==> src/rtl/dac_spi_pkg.sv <==
// Shared types and constants for the DAC SPI arbiter: FSM state encoding,
// port geometry and small port-index helpers.
package dac_spi_pkg;

  localparam int NUM_PORTS          = 3;
  localparam int ADDR_W             = 7;
  localparam int DATA_W             = 8;
  localparam int DEF_TIMEOUT_CYCLES = 4096;

  typedef enum logic [2:0] {
    ST_IDLE  = 3'd0,
    ST_ISSUE = 3'd1,
    ST_WAIT  = 3'd2,
    ST_DONE  = 3'd3,
    ST_HOLD  = 3'd4
  } state_e;

  // Next port index modulo 3; an out-of-range index wraps to port 0.
  function automatic logic [1:0] next_port(input logic [1:0] p);
    return (p >= 2'd2) ? 2'd0 : p + 2'd1;
  endfunction

  function automatic logic [2:0] port_onehot(input logic [1:0] p);
    logic [2:0] oh;
    case (p)
      2'd0:    oh = 3'b001;
      2'd1:    oh = 3'b010;
      2'd2:    oh = 3'b100;
      default: oh = 3'b000;
    endcase
    return oh;
  endfunction

endpackage

==> src/rtl/dac_spi_rr_pick.sv <==
// Round-robin requester selection: first active req searching upward from
// the port after the last owner, wrapping modulo 3.
module dac_spi_rr_pick
  import dac_spi_pkg::*;
(
  input  logic [2:0] req,
  input  logic [1:0] last,
  output logic [1:0] sel,
  output logic       valid
);

  logic [1:0] cand_s;
  logic       hit_s;

  // Walk the three candidates in priority order; the first hit sticks.
  always_comb begin
    sel    = 2'd0;
    valid  = 1'b0;
    hit_s  = 1'b0;
    cand_s = next_port(last);
    for (int i = 0; i < 3; i++) begin
      hit_s  = req[cand_s] & ~valid;
      sel    = hit_s ? cand_s : sel;
      valid  = valid | req[cand_s];
      cand_s = next_port(cand_s);
    end
  end

endmodule

==> src/rtl/dac_spi_arbiter.sv <==
// Three-port arbiter in front of a single DAC SPI engine: round-robin grant,
// optional lock bursts, one transaction in flight, WAIT-state timeout.
module dac_spi_arbiter
  import dac_spi_pkg::*;
#(
  parameter int NUM_PORTS      = dac_spi_pkg::NUM_PORTS,
  parameter int TIMEOUT_CYCLES = dac_spi_pkg::DEF_TIMEOUT_CYCLES
) (
  input  logic                        clk,
  input  logic                        rst,
  input  logic [NUM_PORTS-1:0]        req,
  input  logic [NUM_PORTS-1:0]        lock,
  input  logic [NUM_PORTS-1:0]        rw,
  input  logic [NUM_PORTS*ADDR_W-1:0] addr,
  input  logic [NUM_PORTS*DATA_W-1:0] wdata,
  output logic [NUM_PORTS-1:0]        gnt,
  output logic [NUM_PORTS-1:0]        done,
  output logic [NUM_PORTS-1:0]        err,
  output logic [DATA_W-1:0]           rdata,
  output logic                        busy,
  output logic                        write_req,
  output logic                        read_req,
  output logic [7:0]                  ad_rw_addr,
  output logic [DATA_W-1:0]           w_ad_data,
  input  logic                        r_w_end,
  input  logic [DATA_W-1:0]           r_ad_data
);

  localparam int              CNT_W = $clog2(TIMEOUT_CYCLES);
  localparam logic [CNT_W-1:0] TMAX = CNT_W'(TIMEOUT_CYCLES - 1);

  state_e                 state_q, state_d;
  logic [1:0]             owner_q, owner_d, last_q, last_d;
  logic                   rw_q, rw_d, tmo_q, tmo_d;
  logic [ADDR_W-1:0]      addr_q, addr_d;
  logic [DATA_W-1:0]      wdata_q, wdata_d, rdata_q, rdata_d;
  logic [CNT_W-1:0]       cnt_q, cnt_d;
  logic [NUM_PORTS-1:0]   gnt_q, gnt_d, done_q, done_d, err_q, err_d;
  logic                   busy_q, busy_d, wr_q, wr_d, rd_q, rd_d;
  logic [7:0]             ra_q, ra_d;
  logic [DATA_W-1:0]      wd_q, wd_d;
  logic [1:0]             pick_sel_s, src_s;
  logic                   pick_valid_s;

  dac_spi_rr_pick u_pick (
    .req   (req),
    .last  (last_q),
    .sel   (pick_sel_s),
    .valid (pick_valid_s)
  );

  // Next state, operand latching and registered output values.
  always_comb begin
    state_d = state_q;
    owner_d = owner_q;
    last_d  = last_q;
    rw_d    = rw_q;
    addr_d  = addr_q;
    wdata_d = wdata_q;
    tmo_d   = tmo_q;
    rdata_d = rdata_q;
    cnt_d   = '0;
    done_d  = '0;
    err_d   = '0;
    // In HOLD only the owner may start a new transaction.
    src_s   = (state_q == ST_HOLD) ? owner_q : pick_sel_s;

    case (state_q)
      ST_IDLE: begin
        if (pick_valid_s) begin
          owner_d = pick_sel_s;
          last_d  = pick_sel_s;
          rw_d    = rw[src_s];
          addr_d  = addr[src_s*ADDR_W +: ADDR_W];
          wdata_d = wdata[src_s*DATA_W +: DATA_W];
          tmo_d   = 1'b0;
          state_d = ST_ISSUE;
        end else begin
          state_d = ST_IDLE;
        end
      end
      ST_ISSUE: state_d = ST_WAIT;
      ST_WAIT: begin
        if (r_w_end) begin
          rdata_d = r_ad_data;
          done_d  = port_onehot(owner_q);
          state_d = ST_DONE;
        end else if (cnt_q == TMAX) begin
          rdata_d = '0;
          done_d  = port_onehot(owner_q);
          err_d   = port_onehot(owner_q);
          tmo_d   = 1'b1;
          state_d = ST_DONE;
        end else begin
          cnt_d   = cnt_q + CNT_W'(1);
        end
      end
      ST_DONE: state_d = (lock[owner_q] && !tmo_q) ? ST_HOLD : ST_IDLE;
      ST_HOLD: begin
        if (req[owner_q]) begin
          rw_d    = rw[src_s];
          addr_d  = addr[src_s*ADDR_W +: ADDR_W];
          wdata_d = wdata[src_s*DATA_W +: DATA_W];
          tmo_d   = 1'b0;
          state_d = ST_ISSUE;
        end else if (!lock[owner_q]) begin
          state_d = ST_IDLE;
        end else begin
          state_d = ST_HOLD;
        end
      end
      default: state_d = ST_IDLE;
    endcase

    busy_d = (state_d != ST_IDLE);
    gnt_d  = busy_d ? port_onehot(owner_d) : '0;
    wr_d   = (state_d == ST_ISSUE) && !rw_d;
    rd_d   = (state_d == ST_ISSUE) && rw_d;
    ra_d   = busy_d ? {rw_d, addr_d} : 8'h00;
    wd_d   = (busy_d && !rw_d) ? wdata_d : '0;
  end

  // State, operand and output registers.
  always_ff @(posedge clk) begin
    if (rst) begin
      state_q <= ST_IDLE;
      owner_q <= 2'd0;
      last_q  <= 2'd2;
      rw_q    <= 1'b0;
      addr_q  <= '0;
      wdata_q <= '0;
      tmo_q   <= 1'b0;
      cnt_q   <= '0;
      rdata_q <= '0;
      gnt_q   <= '0;
      done_q  <= '0;
      err_q   <= '0;
      busy_q  <= 1'b0;
      wr_q    <= 1'b0;
      rd_q    <= 1'b0;
      ra_q    <= 8'h00;
      wd_q    <= '0;
    end else begin
      state_q <= state_d;
      owner_q <= owner_d;
      last_q  <= last_d;
      rw_q    <= rw_d;
      addr_q  <= addr_d;
      wdata_q <= wdata_d;
      tmo_q   <= tmo_d;
      cnt_q   <= cnt_d;
      rdata_q <= rdata_d;
      gnt_q   <= gnt_d;
      done_q  <= done_d;
      err_q   <= err_d;
      busy_q  <= busy_d;
      wr_q    <= wr_d;
      rd_q    <= rd_d;
      ra_q    <= ra_d;
      wd_q    <= wd_d;
    end
  end

  assign gnt        = gnt_q;
  assign done       = done_q;
  assign err        = err_q;
  assign rdata      = rdata_q;
  assign busy       = busy_q;
  assign write_req  = wr_q;
  assign read_req   = rd_q;
  assign ad_rw_addr = ra_q;
  assign w_ad_data  = wd_q;

endmodule

==> config.mk <==
export PLATFORM = sky130hd
export DESIGN_NAME = dac_spi_arbiter
export DESIGN_NICKNAME = d
export VERILOG_FILES = /design/src/rtl/dac_spi_pkg.sv /design/src/rtl/dac_spi_rr_pick.sv /design/src/rtl/dac_spi_arbiter.sv
export SDC_FILE = /design/constraint.sdc
export NUM_CORES = 1
export LEC_CHECK = 0
export BUFFER_PORTS_ARGS = -buffer_cell sky130_fd_sc_hd__buf_4
export CORE_MARGIN = 2
export CORE_UTILIZATION = 50
export DETAILED_ROUTE_END_ITERATION = 6
export PLACE_DENSITY = 0.85
export SETUP_SLACK_MARGIN = 0.4
export SLEW_MARGIN = 20
export SYNTH_ARGS = -nofsm -noshare
export SYNTH_HDL_FRONTEND = slang
export SYNTH_HIERARCHICAL = 1
export SYNTH_SLANG_ARGS = --single-unit
==> constraint.sdc <==
create_clock -name clk -period 2.25 [get_ports clk]
set_input_delay 0 -clock clk [delete_from_list [all_inputs] [get_ports clk]]
set_output_delay 0 -clock clk [all_outputs]
set_load 0.1 [all_outputs]
==> metrics.cfg, run 1 <==
[status]
status = completed

[worst_setup_path]
worst-path-max-fanout = 12
timing.critical_path.required_ns = 2.53
critPathBufInv = 3
critical_path.startpoint_type = flop
cp_slowest_cell = dfxtp_1
regToRegStartpoint = state_q[0]
slowest_delay_ns = 0.36
criticalPathCategory = reg -> reg
kind_of_cell_adding_the_most_delay_to_the_critical_path = simple AND/OR/NAND/NOR gates
crit_path_end_kind = flop
worstPathCellList = nor3b_4 > buf_6 > mux2i_4 > buf_12 > buf_4 > o22ai_1 > o32ai_2 > nor2b_1
cp-startpoint = state_q[0]
arrival_ns = 2.23

[pwr]
ir_drop_mv = 0.8800
leakage_nw = 1.926
power.total_mw = 4.964
net-switching-power_mw = 2.168
seq_power_share = 0.320
netSwitchingFraction = 0.4368
p_int_mw = 2.796
power.share.clock = 0.213
cellPowerDensity_nw_per_um2 = 1065
pwr-share-comb = 0.467

[cells_and_area]
layout.cells.most_common = buf_4
layout-drive-gt1-share = 0.4506
design.final.nets = 527
diodes = 0
flow.area_growth_from_synthesis_pct = 49.76
final_core_util = 0.7828
most-common-layout-cells = buf_4 (125), dfxtp_1 (65), nor2_1 (38)

[grt]
grt_max_degree = 29
gr-total-overflow = 0
grt_first_pass_wirelength_mm = 15.04
antenna_found_initial = 0
grt_pass1_vias = 3091
grt.total_usage = 0.2681

[sta]
relSlewSlack = 0.6745
report.final.setup_viol = 0
tightestPinTransition_ns = 0.4877
layout_min_cycle_time_ns = 1.952
final_max_slew_viol_count = 0
fin_setup_tns_ns = 0
max_freq_mhz = 512.2
whs_ns = 0.03025
clock-skew-final_ns = 0.009418
timing_hold_violations_final = 0
timing.final.crit_share = 0.8677
rsz0062_at_grt = yes

[clock_tree]
cts_root_buffer = clkbuf_8
cts_tree = built
worst_setup_hold_path_clk_slew_ns = 0.08
cts.path.max_buffers = 2
cts_made_buffers = 9
clock_latency_ns = 0.35
htree_num_levels = 3
cts.sinks = 72

[synth]
post_synth_xor_area_fraction = 0.02532
synth_area_per_cell_um2 = 9.578
yosys.area.top_type = dfxtp_1
synth_sequential_area_ratio = 0.4630
synth-compound-area-share = 0.2291
adder_cell_share_of_the_synthesized_area = 0.004019
synth-async-reset-ratio = 0
postSynth.topFlopCell = dfxtp_1
muxShareOfSynthArea = 0.01849
synth-seq-cells = 72
syn-cell-area_um2 = 3113
yosys.area.top_type_share = 0.4630
combinational_family_with_the_most_area_after_synthesis = compound AO/OA/AOI/OAI gates
netlist_top_cells_area = dfxtp_1 (46%), nor2_1 (4.8%), o32ai_2 (4.2%)
synth-edff-count = 0
synth_cell_types = 53
simple_gate_share_of_the_synthesized_area = 0.2114
syn-instance-count = 325
yosysWarnings = 6
syn_nets = 391

[detailed_routing]
finalWirelength_mm = 9.651
drt_pass1_iterations = 4
drcViolationCount = 0
count_of_routing_violations_after_the_opening_detailed_route_iteration = 204
routed_wire_length_per_instance_um = 17.84
total_number_of_vias = 3076
postRouteAntennaNets = 0
vias_per_cell = 5.686

[worst_hold_path]
min_from = rst
hold_path_class = in -> reg

[place]
place.gp.congestion = 0.7968
port_buffers = 100
detailedPlacementHpwl_mm = 5.635

[floorplanning]
pin_count = 101
initial_core_util = 0.5227
floorplan.rows = 28
die_area_um2 = 6873
die_width_um = 82.91
coreArea_um2 = 5956
fp.dieH_um = 82.91

[run]
cap_viol_max_count = 0

-- final cells by class --
class,instances,area [um2]
clock buffer,10,137.6
fill,345,1294
sequential,72,1463
multi-input combinational,224,1689
inverter,9,33.78
timing repair buffer,145,1177
clock inverter,6,67.56
tap,75,93.84
-- registers in the layout, indices dropped and copies added, names as in the netlist --
name	cells
read_req	1
state_q	3
err	3
last_q	2
addr_q	7
w_ad_data	8
cnt_q	12
wdata_q	8
busy	1
write_req	1
ad_rw_addr	8
owner_q	2
done	3
rw_q	1
tmo_q	1
rdata	8
gnt	3
-- power by group through the flow --
stage,sequential [mW],combinational [mW],clock (mW)
6_report,1.59,2.32,1.06
5_1_grt,1.60,2.43,1.11
4_1_cts,1.57,2.19,1.05
3_5_place_dp,1.59,2.04,0
3_3_place_gp,1.59,2.00,0
2_1_floorplan,2.36,0.786,0
-- worst paths after layout --
path | end | slack (ns) | cells after the start
worst max-delay path | ad_rw_addr[2] | 0.30 | 8
worst min-delay path | tmo_q | 0.03 | 2
worst max register to register | ad_rw_addr[2] | 0.30 | 8
worst min register to register | cnt_q[0] | 0.47 | 1
-- stage by stage --
step / std cells / instance area [um2] / worst slack (ns)
floorplan: 325 / 3147 / 0.3770
global route: 541 / 4662 / 0.2112
finish: 541 / 4662 / 0.2977
global placement: 496 / 4005 / 0.2774
detailed placement: 496 / 4005 / 0.1998
CTS: 534 / 4497 / 0.4009
-- layer usage --
| metal | vias up | track usage | routed length (um) |
|---|---|---|---|
| li1 | 1442 | - | - |
| met1 | 1460 | 0.3250 | 3860 |
| met2 | 140 | 0.4487 | 4853 |
| met3 | 34 | 0.04672 | 577 |
| met4 | 0 | 0.1505 | 359 |
| met5 | - | 0 | 0 |
-- logic make-up (layout without fill, tap and decap cells) --
kind of cell | Yosys count | count (layout)
xor gates and xnor gates | 9 | 9
adders and majority gates | 1 | 1
muxes | 5 | 5
buffers and inverters | 30 | 170
and+or+nand+nor | 119 | 120
DFF | 72 | 72
AOI/OAI and AO/OA | 89 | 89
-- cell usage after synthesis, types with 2 or more instances --
library cell,n
a21boi_0,8
a21o_1,8
a21oi_1,18
a22oi_1,9
a31oi_1,9
and2_1,3
and3_1,2
buf_2,7
buf_6,4
clkbuf_1,9
dfxtp_1,72
inv_1,8
mux2i_1,3
mux2i_2,2
nand2_1,20
nand2b_1,2
nand3_1,3
nand4_1,2
nor2_1,40
nor2b_1,12
nor3_1,9
nor3_2,6
nor3b_1,2
o21a_1,2
o21ai_0,3
o22a_1,9
o22ai_1,8
o32ai_2,8
or2_2,2
or3_1,5
xnor2_1,3
xor2_1,6
-- timing repair --
| action | in CTS | in global routing |
|---|---|---|
| buffers inserted | 11 | 6 |
| resized for setup | 24 | 27 |
| pin swaps | 6 | 6 |
| hold buffers | 9 | 0 |
| setup endpoints to repair | 43 | 53 |
| endpoints found under the hold margin | 9 | 0 |
| gates cloned | 2 | 1 |
No activity file was read; power rests on OpenSTA's default activity.
==> inputs of run 2 (changes only) <==
--- a/config.mk
+++ b/config.mk
@@ -9,6 +9,7 @@
 export CORE_MARGIN = 2
 export CORE_UTILIZATION = 50
 export DETAILED_ROUTE_END_ITERATION = 6
+export HOLD_SLACK_MARGIN = 0.1
 export PLACE_DENSITY = 0.85
 export SETUP_SLACK_MARGIN = 0.4
 export SLEW_MARGIN = 20
==> run 2 against run 1 <==
Compared with the run above: critical path depth fell by 2; non-clock buffer count rose by 56; total power rose by 10%; clock-buffer cell count did not move; clock skew rose by 0.0094 ns; critical endpoint is now ad_rw_addr[3]; largest cell class unchanged; largest power group unchanged.
==> metrics.cfg, run 2 (synthesized netlist as in run 1, its figures left out) <==
[sta]
final_max_slew_viol_count = 0
clock-skew-final_ns = 0.01880
timing_hold_violations_final = 0
relSlewSlack = 0.6327
report.final.setup_viol = 0
fin_setup_tns_ns = 0
rsz0062_at_grt = yes
layout_min_cycle_time_ns = 2.165
whs_ns = 0.1013
max_freq_mhz = 461.9
timing.final.crit_share = 0.9622
tightestPinTransition_ns = 0.5460

[detailed_routing]
drcViolationCount = 0
finalWirelength_mm = 14.76
routed_wire_length_per_instance_um = 24.73
met1Wirelength_mm = 4.923
postRouteAntennaNets = 0
wl_met2_mm = 6.916
count_of_routing_violations_after_the_opening_detailed_route_iteration = 487
drt_pass1_iterations = 6
highest-signal-layer = met4
total_number_of_vias = 3825
met3WireLength_mm = 1.327
vias_per_cell = 6.407

[worst_setup_path]
critical_path.startpoint_type = flop
cp-startpoint = state_q[0]
crit_path_end_kind = flop
timing.critical_path.required_ns = 2.56
slowest_delay_ns = 0.49
kind_of_cell_adding_the_most_delay_to_the_critical_path = simple AND/OR/NAND/NOR gates
arrival_ns = 2.47
cp_slowest_cell = o32ai_2
regToRegStartpoint = state_q[0]
worstPathCellList = or2_2 > nor2_1 > buf_4 > nand3_4 > o32ai_2 > nor2b_1
critPathBufInv = 1
criticalPathCategory = reg -> reg
worst-path-max-fanout = 9

[cells_and_area]
layout.filler_cells = 220
flow.area_growth_from_synthesis_pct = 70.14
layout-drive-gt1-share = 0.4568
most-common-layout-cells = buf_4 (137), dfxtp_1 (64), dlygate4sd3_1 (47)
regMostFlops = cnt_q
layout.cells.most_common = buf_4
largest_reg_flops = 12
design.final.nets = 582

[grt]
gr-total-overflow = 0
grt_first_pass_wirelength_mm = 18.54
grt.total_usage = 0.3430
grt_pass1_vias = 3625
antenna_found_initial = 0
grt_max_degree = 29

[pwr]
leakage_nw = 2.197
ir_drop_mv = 0.8917
cellPowerDensity_nw_per_um2 = 1035

[floorplanning]
initial_core_util = 0.5227
pin_count = 101
floorplan.rows = 28
die_area_um2 = 6873
coreArea_um2 = 5956
fp.dieH_um = 82.91
die_width_um = 82.91

[clock_tree]
htree_num_levels = 3
cts.sinks = 72
cts.path.max_buffers = 2
cts_made_buffers = 9
clock_latency_ns = 0.37
cts_root_buffer = clkbuf_8
cts_tree = built
worst_setup_hold_path_clk_slew_ns = 0.09

[worst_hold_path]
hold_path_class = in -> reg
min_from = addr[5]

[run]
cap_viol_max_count = 0

[status]
status = completed

[place]
port_buffers = 100
detailedPlacementHpwl_mm = 5.635
place.gp.congestion = 0.7968

## run 2: changes by cell type in the layout (fill, tap and decap cells not counted), sizes merged
| cell | before | now |
|---|---|---|
| diode | 0 | 1 |
| clkbuf | 10 | 11 |
| nand3 | 5 | 4 |
| buf | 136 | 153 |
| dlygate4sd3 | 9 | 47 |
## run 2: worst paths after layout
path / end / cells after the start / slack (ns)
setup reg to reg: ad_rw_addr[3] / 6 / 0.09
hold / removal: addr_q[5] / 3 / 0.10
hold reg to reg: cnt_q[0] / 1 / 0.49
setup / recovery: ad_rw_addr[3] / 6 / 0.09
## run 2: tightest hold or removal path, cell delays in order
cell     delay (ns)
buf_4          0.11
o22ai_1        0.19
o32ai_2        0.12
## run 2: final cells by class
| cell class | count | area [um2] | share of cell area |
|---|---|---|---|
| multi-input combinational | 223 | 1762 | 0.3326 |
| timing repair buffer | 201 | 1738 | 0.3281 |
| sequential | 72 | 1461 | 0.2759 |
| clock buffer | 10 | 137.6 | 0.02599 |
| tap | 75 | 93.84 | 0.01772 |
| clock inverter | 6 | 67.56 | 0.01276 |
| inverter | 9 | 33.78 | 0.006378 |
| antenna | 1 | 2.502 | 0.0004725 |
## run 2: where the power goes
part / leakage, nW / internal [mW] / switching [mW] / total (mW)
Sequential: 0.592 / 1.48 / 0.132 / 1.61
Clock: 0.0989 / 0.547 / 0.575 / 1.12
Combinational: 1.51 / 0.946 / 1.80 / 2.74
## run 2: metal layers
metal / global-route usage / up-vias
li1: - / 1543
met1: 0.3707 / 1782
met2: 0.6041 / 360
met3: 0.06064 / 140
met4: 0.2370 / 0
met5: 0 / -
## run 2: stage by stage
step                      power [mW]  std cells  utilization  setup WS (ns)  cell area (um2)
after floorplan                3.144        325            -         0.3770             3147
after global placement         3.592        496       0.6725         0.2774             4005
after detailed placement       3.631        496       0.6725         0.1998             4005
after CTS                      4.867        572       0.8189         0.4009             4877
after global routing           5.572        596       0.8889        0.07630             5294
final                          5.480        597       0.8893        0.08507             5296
## run 2: what timing repair did
action / 4_1_cts / 5_1_grt
resized for setup: 24 / 48
setup buffers: 11 / 22
hold buffers: 47 / 0
hold endpoints to repair: 43 / 0
gates cloned: 2 / 2
pin swaps: 6 / 20
setup endpoints to repair: 43 / 59
